## config.mk

```make
export PLATFORM = sky130hd
export DESIGN_NAME = wave_capture
export DESIGN_NICKNAME = d
export VERILOG_FILES = /design/src/rtl/wave_capture.sv
export SDC_FILE = /design/constraint.sdc
export NUM_CORES = 1
export LEC_CHECK = 0
export CAP_MARGIN = 30
export CORE_ASPECT_RATIO = 1.1
export CORE_MARGIN = 8
export CORE_UTILIZATION = 51
export CTS_CLUSTER_DIAMETER = 200
export DETAILED_ROUTE_END_ITERATION = 10
export PLACE_DENSITY = 0.9
export SLEW_MARGIN = 40
export SYNTH_ARGS = -nofsm -noshare
export SYNTH_HDL_FRONTEND = slang
export SYNTH_SLANG_ARGS = --single-unit
```

## constraint.sdc

```tcl
create_clock -name clk -period 2.4 [get_ports clk]
set_input_delay 0.24 -clock clk [delete_from_list [all_inputs] [get_ports clk]]
set_output_delay 0.24 -clock clk [all_outputs]
set_load 0.02 [all_outputs]
```

## src/rtl/wave_capture.sv

```systemverilog
// Captures 256 samples after a positive-going zero crossing into the half of the
// double-buffered wave RAM the display is not reading; flips halves at frame boundaries.
module wave_capture #(
  parameter int unsigned SAMPLE_WIDTH = 16,
  parameter int unsigned DECIM_LOG2   = 0,
  parameter int unsigned TIMEOUT      = 4096
) (
  input  logic                    clk,
  input  logic                    reset,
  input  logic                    new_sample_ready,
  input  logic [SAMPLE_WIDTH-1:0] new_sample_in,
  input  logic                    wave_display_idle,
  output logic [8:0]              write_address,
  output logic                    write_enable,
  output logic [7:0]              write_sample,
  output logic                    read_index
);

  localparam int unsigned DW    = (DECIM_LOG2 > 0) ? DECIM_LOG2 : 1;
  localparam int unsigned TW    = (TIMEOUT > 1) ? $clog2(TIMEOUT) : 1;
  localparam int unsigned TLAST = (TIMEOUT > 0) ? TIMEOUT - 1 : 0;

  typedef enum logic [1:0] {
    ARMED  = 2'd0,
    ACTIVE = 2'd1,
    WAIT   = 2'd2
  } state_e;

  state_e          state_q;
  logic [7:0]      sample_count_q;
  logic [DW-1:0]   decim_count_q;
  logic [TW-1:0]   timeout_count_q;
  logic            prev_neg_q;
  logic            read_index_q;
  logic            write_enable_q;
  logic [8:0]      write_address_q;
  logic [7:0]      write_sample_q;

  logic            sample_neg;
  logic            used;
  logic            crossing;
  logic [7:0]      sample_conv;
  logic [DW-1:0]   decim_next;

  assign sample_neg  = new_sample_in[SAMPLE_WIDTH-1];
  assign used        = new_sample_ready && (decim_count_q == '0);
  assign crossing    = prev_neg_q && !sample_neg;
  // Offset-binary: flip the sign bit, keep the next 7 magnitude bits.
  assign sample_conv = {~sample_neg, new_sample_in[SAMPLE_WIDTH-2 -: 7]};
  assign decim_next  = (DECIM_LOG2 == 0) ? '0 : DW'(decim_count_q + DW'(1));

  always_ff @(posedge clk or negedge reset) begin
    if (!reset) begin
      state_q         <= ARMED;
      sample_count_q  <= '0;
      decim_count_q   <= '0;
      timeout_count_q <= '0;
      prev_neg_q      <= 1'b0;
      read_index_q    <= 1'b0;
      write_enable_q  <= 1'b0;
      write_address_q <= '0;
      write_sample_q  <= '0;
    end else begin
      write_enable_q <= 1'b0;
      case (state_q)
        ARMED: begin
          if (new_sample_ready) begin
            decim_count_q <= decim_next;
          end
          if (used) begin
            prev_neg_q <= sample_neg;
            if (crossing || (TIMEOUT != 0 && timeout_count_q == TW'(TLAST))) begin
              state_q         <= ACTIVE;
              sample_count_q  <= '0;
              timeout_count_q <= '0;
            end else if (TIMEOUT != 0) begin
              timeout_count_q <= TW'(timeout_count_q + TW'(1));
            end
          end
        end
        ACTIVE: begin
          if (new_sample_ready) begin
            decim_count_q <= decim_next;
          end
          if (used) begin
            write_enable_q  <= 1'b1;
            write_address_q <= {~read_index_q, sample_count_q};
            write_sample_q  <= sample_conv;
            sample_count_q  <= sample_count_q + 8'd1;
            if (sample_count_q == 8'hFF) begin
              state_q <= WAIT;
            end
          end
        end
        WAIT: begin
          // Flip only at a frame boundary so the display never sees a partial buffer.
          if (wave_display_idle) begin
            read_index_q    <= ~read_index_q;
            state_q         <= ARMED;
            decim_count_q   <= '0;
            timeout_count_q <= '0;
            prev_neg_q      <= 1'b0;
          end
        end
        default: begin
          state_q         <= ARMED;
          decim_count_q   <= '0;
          timeout_count_q <= '0;
          prev_neg_q      <= 1'b0;
        end
      endcase
    end
  end

  assign write_address = write_address_q;
  assign write_enable  = write_enable_q;
  assign write_sample  = write_sample_q;
  assign read_index    = read_index_q;

endmodule

```

# Word level (Yosys, flattened, before mapping)
# Cells that the tools add are included.
# word_totals
regBits	43
input_bits	20
output_inout_bits	19
wordCells	59
# op_classes
n_addsub	2
eq_ne	10
muxes	21
bitwise_logic	4
reduce_logical	13
# op_table
cell	count
$mux W12	3
$pmux W12 S3	1
$mux W8	3
$pmux W8 S2	1
$add A12 B1 Y12 const B	1
$eq A12 B12 Y1 const B	1
$mux W2	5
$ne A2 B2 Y1 const B	5
$add A8 B1 Y8 const B	1
$eq A8 B8 Y1 const B	1
$pmux W2 S3	1
$reduce_and A2 Y1	3
$mux W1	5
$reduce_and A5 Y1	1
$not A1 Y1	4
$reduce_and A4 Y1	1
$pmux W1 S3	1
$reduce_and A3 Y1	1
$eq A2 B1 Y1 const B	1
$eq A2 B2 Y1 const B	1
$logic_and A1 B1 Y1	2
$logic_not A2 Y1	1
$ne A2 B1 Y1 const B	1
$pmux W1 S2	1
other kinds (4)	4

# Longest topological paths before layout
# depth
depth_word	6
ltp_mapped	7
ltp_nobuf	5

# Worst setup path before layout
# No wires, ideal clock.
# synth_path
kind	flip-flop to flip-flop
from	register timeout_count_q[0]
to	register timeout_count_q[3]
setup_time_ps	136
arrival_time_ps	1608
required_time_ps	2264
setup_slack_ps	656
path_stages_with_launch	7
path_buffers	1
synth_period_minus_slack_ps	1744
cell_sequence	dfrtp_1 -> ha_1 -> and4_1 -> clkbuf_1 -> nand4_1 -> a21oi_1 -> nor2_1
# synth_between
elab_chain_len	5
word_cells_on_any_way	6
classes_between	add/sub (1); eq/ne (1); mux (3); reduce/logical (1)
# synth_lines
item	line	source
start, declared	32	logic [TW-1:0] timeout_count_q;
start signal, assigned	77	timeout_count_q <= TW'(timeout_count_q + TW'(1));
parallel branches: the longest is 2 deep, another holds $add A12 B1 Y12	n/a	
$mux W12 (*)	72	if (crossing || (TIMEOUT != 0 && timeout_count_q == TW'(TLAST))) begin
$mux W12 (*)	70	if (used) begin
$pmux W12 S3 (*)	65	case (state_q)
# Mark *: on every way between the ends. The select of a mux whose other input is x is not followed.
# A chain may end at the register's enable or synchronous reset.

# Worst setup path after layout
# layout_path
from	register state_q[1]
to	register sample_count_q[7]
# layout_between
elab_chain_len	3
word_cells_on_any_way	8
classes_between	eq/ne (4); mux (1); reduce/logical (3)
# layout_lines
item	line	source
start, declared	29	state_e state_q;
start signal, assigned	54	state_q <= ARMED;
start signal, assigned	73	state_q <= ACTIVE;
start signal, assigned	91	state_q <= WAIT;
$eq A2 B1 Y1 or $logic_not A2 Y1 (tied branches)	65	
$ne A2 B2 Y1 (no line) or $reduce_bool A2 Y1 (tied branches)	n/a	
$reduce_and A4 Y1 (no line)	n/a	
end signal, assigned	89	sample_count_q <= sample_count_q + 8'd1;
end, declared	30	logic [7:0] sample_count_q;
# Several ways; a longest one is shown, not always the timed one.

==> impl_metrics.json <==
{
  "status": "complete, no violations",
  "path_clk_slew_ns": 0.08,
  "rows": 24,
  "met2_usage_pct": 25.8,
  "post-route-min-period_ns": 1.86,
  "end_kind": "flip-flop",
  "grt_max_degree": 43,
  "vias_per_cell": 5.48,
  "busiest_layer": "met2",
  "register_area_um2": 1050,
  "dieArea_um2": 6190,
  "core_um2": 3870,
  "synth.distinct_cells": 41,
  "critPathSlowestCell": "dfrtp_1",
  "multi_input_area_um2": 898,
  "p_comb_share_pct": 31.2,
  "pwr-share-clk_pct": 20.8,
  "grt_first_pass_wirelength_um": 7360,
  "critPathMaxFanout": 20,
  "drc_errors": 0,
  "cts_tree": "yes",
  "globalplace.congestion": 0.832,
  "setup-violations-final": 0,
  "yosysSeqAreaShare_pct": 52.4,
  "power.leakage_nw": 1.10,
  "synth.most_common_cell": "nand2_1",
  "crit_required_ns": 2.61,
  "die_height_um": 81.8,
  "detailed_place_hpwl_um": 3010,
  "worstSkewPairLatency_ns": 0.29,
  "port-buffer-count": 30,
  "post_cts_buffers": 0,
  "total_power_mw": 2.14,
  "yosys_most_used_dff": "dfrtp_1",
  "antenna_found_initial": 0,
  "synth_nets": 237,
  "arrival_ns": 2.08,
  "max_clock_freq_mhz": 537,
  "finalClockSkew_ns": 0.00742,
  "slew_headroom_pct": 60.8,
  "gr-total-overflow": 0,
  "rsz0062_at_grt": "no",
  "vdd_drop_max_mv": 0.645,
  "die_w_um": 75.8,
  "drt-wirelength-per-cell_um": 14.2,
  "fin_nets": 271,
  "cts.path.max_buffers": 2,
  "cts_made_buffers": 5,
  "final_layout_size_suffix_gt1_share_pct": 6.00,
  "critPathKind": "flip-flop to flip-flop",
  "swShare_pct": 35.5,
  "cts_root_buf": "clkbuf_8",
  "synth_edf_count": 0,
  "ys_seq_elements": 42,
  "synth_top_area_share_pct": 52.4,
  "met1_usage_pct": 17.9,
  "firstDrtPassIters": 4,
  "clock_sinks": 42,
  "slew_viol_final": 0,
  "initialDrtViolationCount": 106,
  "async_flop_share_pct": 100,
  "p_switching_mw": 0.760,
  "area_growth_syn_to_layout_pct": 22.4,
  "max_stage_delay_ns": 0.55,
  "num-fill-cells": 314,
  "crit_family": "simple AND/OR/NAND/NOR gates",
  "hold_viol_final": 0,
  "p_seq_share_pct": 48.0,
  "drv_cap": 0,
  "groute.usage.overall_pct": 15.2,
  "vias": 1655,
  "start_kind": "flip-flop",
  "grt_pass1_vias": 1675,
  "postSynthAreaPerCell_um2": 9.32,
  "netlist_instances": 215,
  "yosysTopAreaCell": "dfrtp_1",
  "synth.area.top_cells": "dfrtp_1, nand2_1, o21ai_0",
  "powerDensity_nw_per_um2": 872,
  "met3_usage_pct": 4.03,
  "antenna_cells": 0,
  "ios": 39,
  "start_util_pct": 51.7,
  "setup-tns-final_ns": 0,
  "worst-path-buf-inv": 1,
  "wirelength_um": 4300,
  "internal-power_mw": 1.38,
  "syn-cell-area_um2": 2000,
  "synth_common_cells": "nand2_1, dfrtp_1, o21ai_0, nor2_1, nand3_1",
  "worst_pin_slew_ns": 0.587,
  "yosys_warnings": 0,
  "ant_nets": 0,
  "h-tree-depth": 2,
  "cp_cell_sequence": "and2b_1 > nand2_1 > inv_1 > nand4_1 > o211ai_1",
  "hp-class": "input pin to asynchronous set/reset pin",
  "period_share_pct": 77.6
}
routing by layer:
metal	wire, µm	vias up
li1	-	824
met1	1880	782
met2	2200	44
met3	174	5
met4	40	0
met5	0	-
path summary, 6_finish.rpt:
| check | startpoint | endpoint | slack, ns | depth (start not counted) |
|---|---|---|---|---|
| min in group clk | new_sample_in[8] | write_sample[0] | 0.47 | 3 |
| setup / recovery | state_q[1] | sample_count_q[7] | 0.54 | 5 |
| setup reg to reg | state_q[1] | sample_count_q[7] | 0.54 | 5 |
| hold reg to reg | write_sample[2] | write_sample[2] | 0.48 | 2 |
| hold / removal | reset | write_address[4] | 0.46 | 2 |
| max in group asynchronous | reset | timeout_count_q[10] | 1.57 | 2 |
state kept, by name (all words and copies together) (netlist names):
signal,flops
read_index,1
sample_count_q,8
state_q,2
prev_neg_q,1
write_address,9
write_enable,1
timeout_count_q,12
write_sample,8
cell families (layout without fill, tap and decap cells):
family	Yosys count	after routing	synth area share [%]
flip-flops	42	42	52.4
AO/OA/AOI/OAI	43	43	14.6
buffers and inverters	12	47	2.75
XOR/XNOR	6	6	2.62
adder cells (fa/ha/maj)	2	2	1.25
AND/OR/NAND/NOR	110	110	26.3
cell usage in the layout (no fill, tap or decap), drive strengths merged, types with 3 or more instances in the layout:
master         synthesis  layout
and2                   3       3
o21ai                 15      15
nand2                 56      56
clkbuf                 6       6
clkdlybuf4s50          0      29
inv                    4       4
or3                    4       4
buf                    2       5
nor2                  13      13
xor2                   5       5
a31oi                  3       3
dfrtp                 42      42
and4                   4       4
a21oi                  7       7
o2111ai                3       3
nand4                  7       7
nand3                 10      10
o211ai                 3       3
repair_timing:
item                      4_1_cts  5_1_grt
resized for setup               0        0
hold buffers                    1        0
hold endpoints to repair       42        0
cell type report:
cell class / count / share of cell area, %
Multi-Input combinational cell: 161 / 36.6
Sequential cell: 42 / 42.8
Timing Repair Buffer: 35 / 13.8
Tap cell: 52 / 2.65
Clock inverter: 2 / 0.561
Clock buffer: 6 / 2.96
Inverter: 4 / 0.612
power groups by stage:
stage                     Sequential (mW)  Clock [mW]  Combinational (mW)
after floorplan                      1.11           0               0.300
after global placement               1.03           0               0.648
after detailed placement             1.04           0               0.670
after CTS                            1.03       0.456               0.676
after global routing                 1.05       0.480               0.741
final                                1.03       0.445               0.667
per-stage QoR:
| stage | util (%) | hold WS (ns) | setup slack, ns | cell area [µm²] | std cells |
|---|---|---|---|---|---|
| 6_report | 63.3 | 0.459 | 0.538 | 2450 | 302 |
| 5_1_grt | 63.3 | 0.480 | 0.346 | 2450 | 302 |
| 4_1_cts | 63.3 | 0.462 | 0.526 | 2450 | 302 |
| 3_5_place_dp | 60.9 | 0.258 | 0.524 | 2360 | 293 |
| 3_3_place_gp | 60.8 | 0.429 | 0.542 | 2350 | 293 |
| 2_1_floorplan | - | -0.0556 | 0.656 | 2000 | 215 |
No activity file was read; power rests on OpenSTA's default activity.
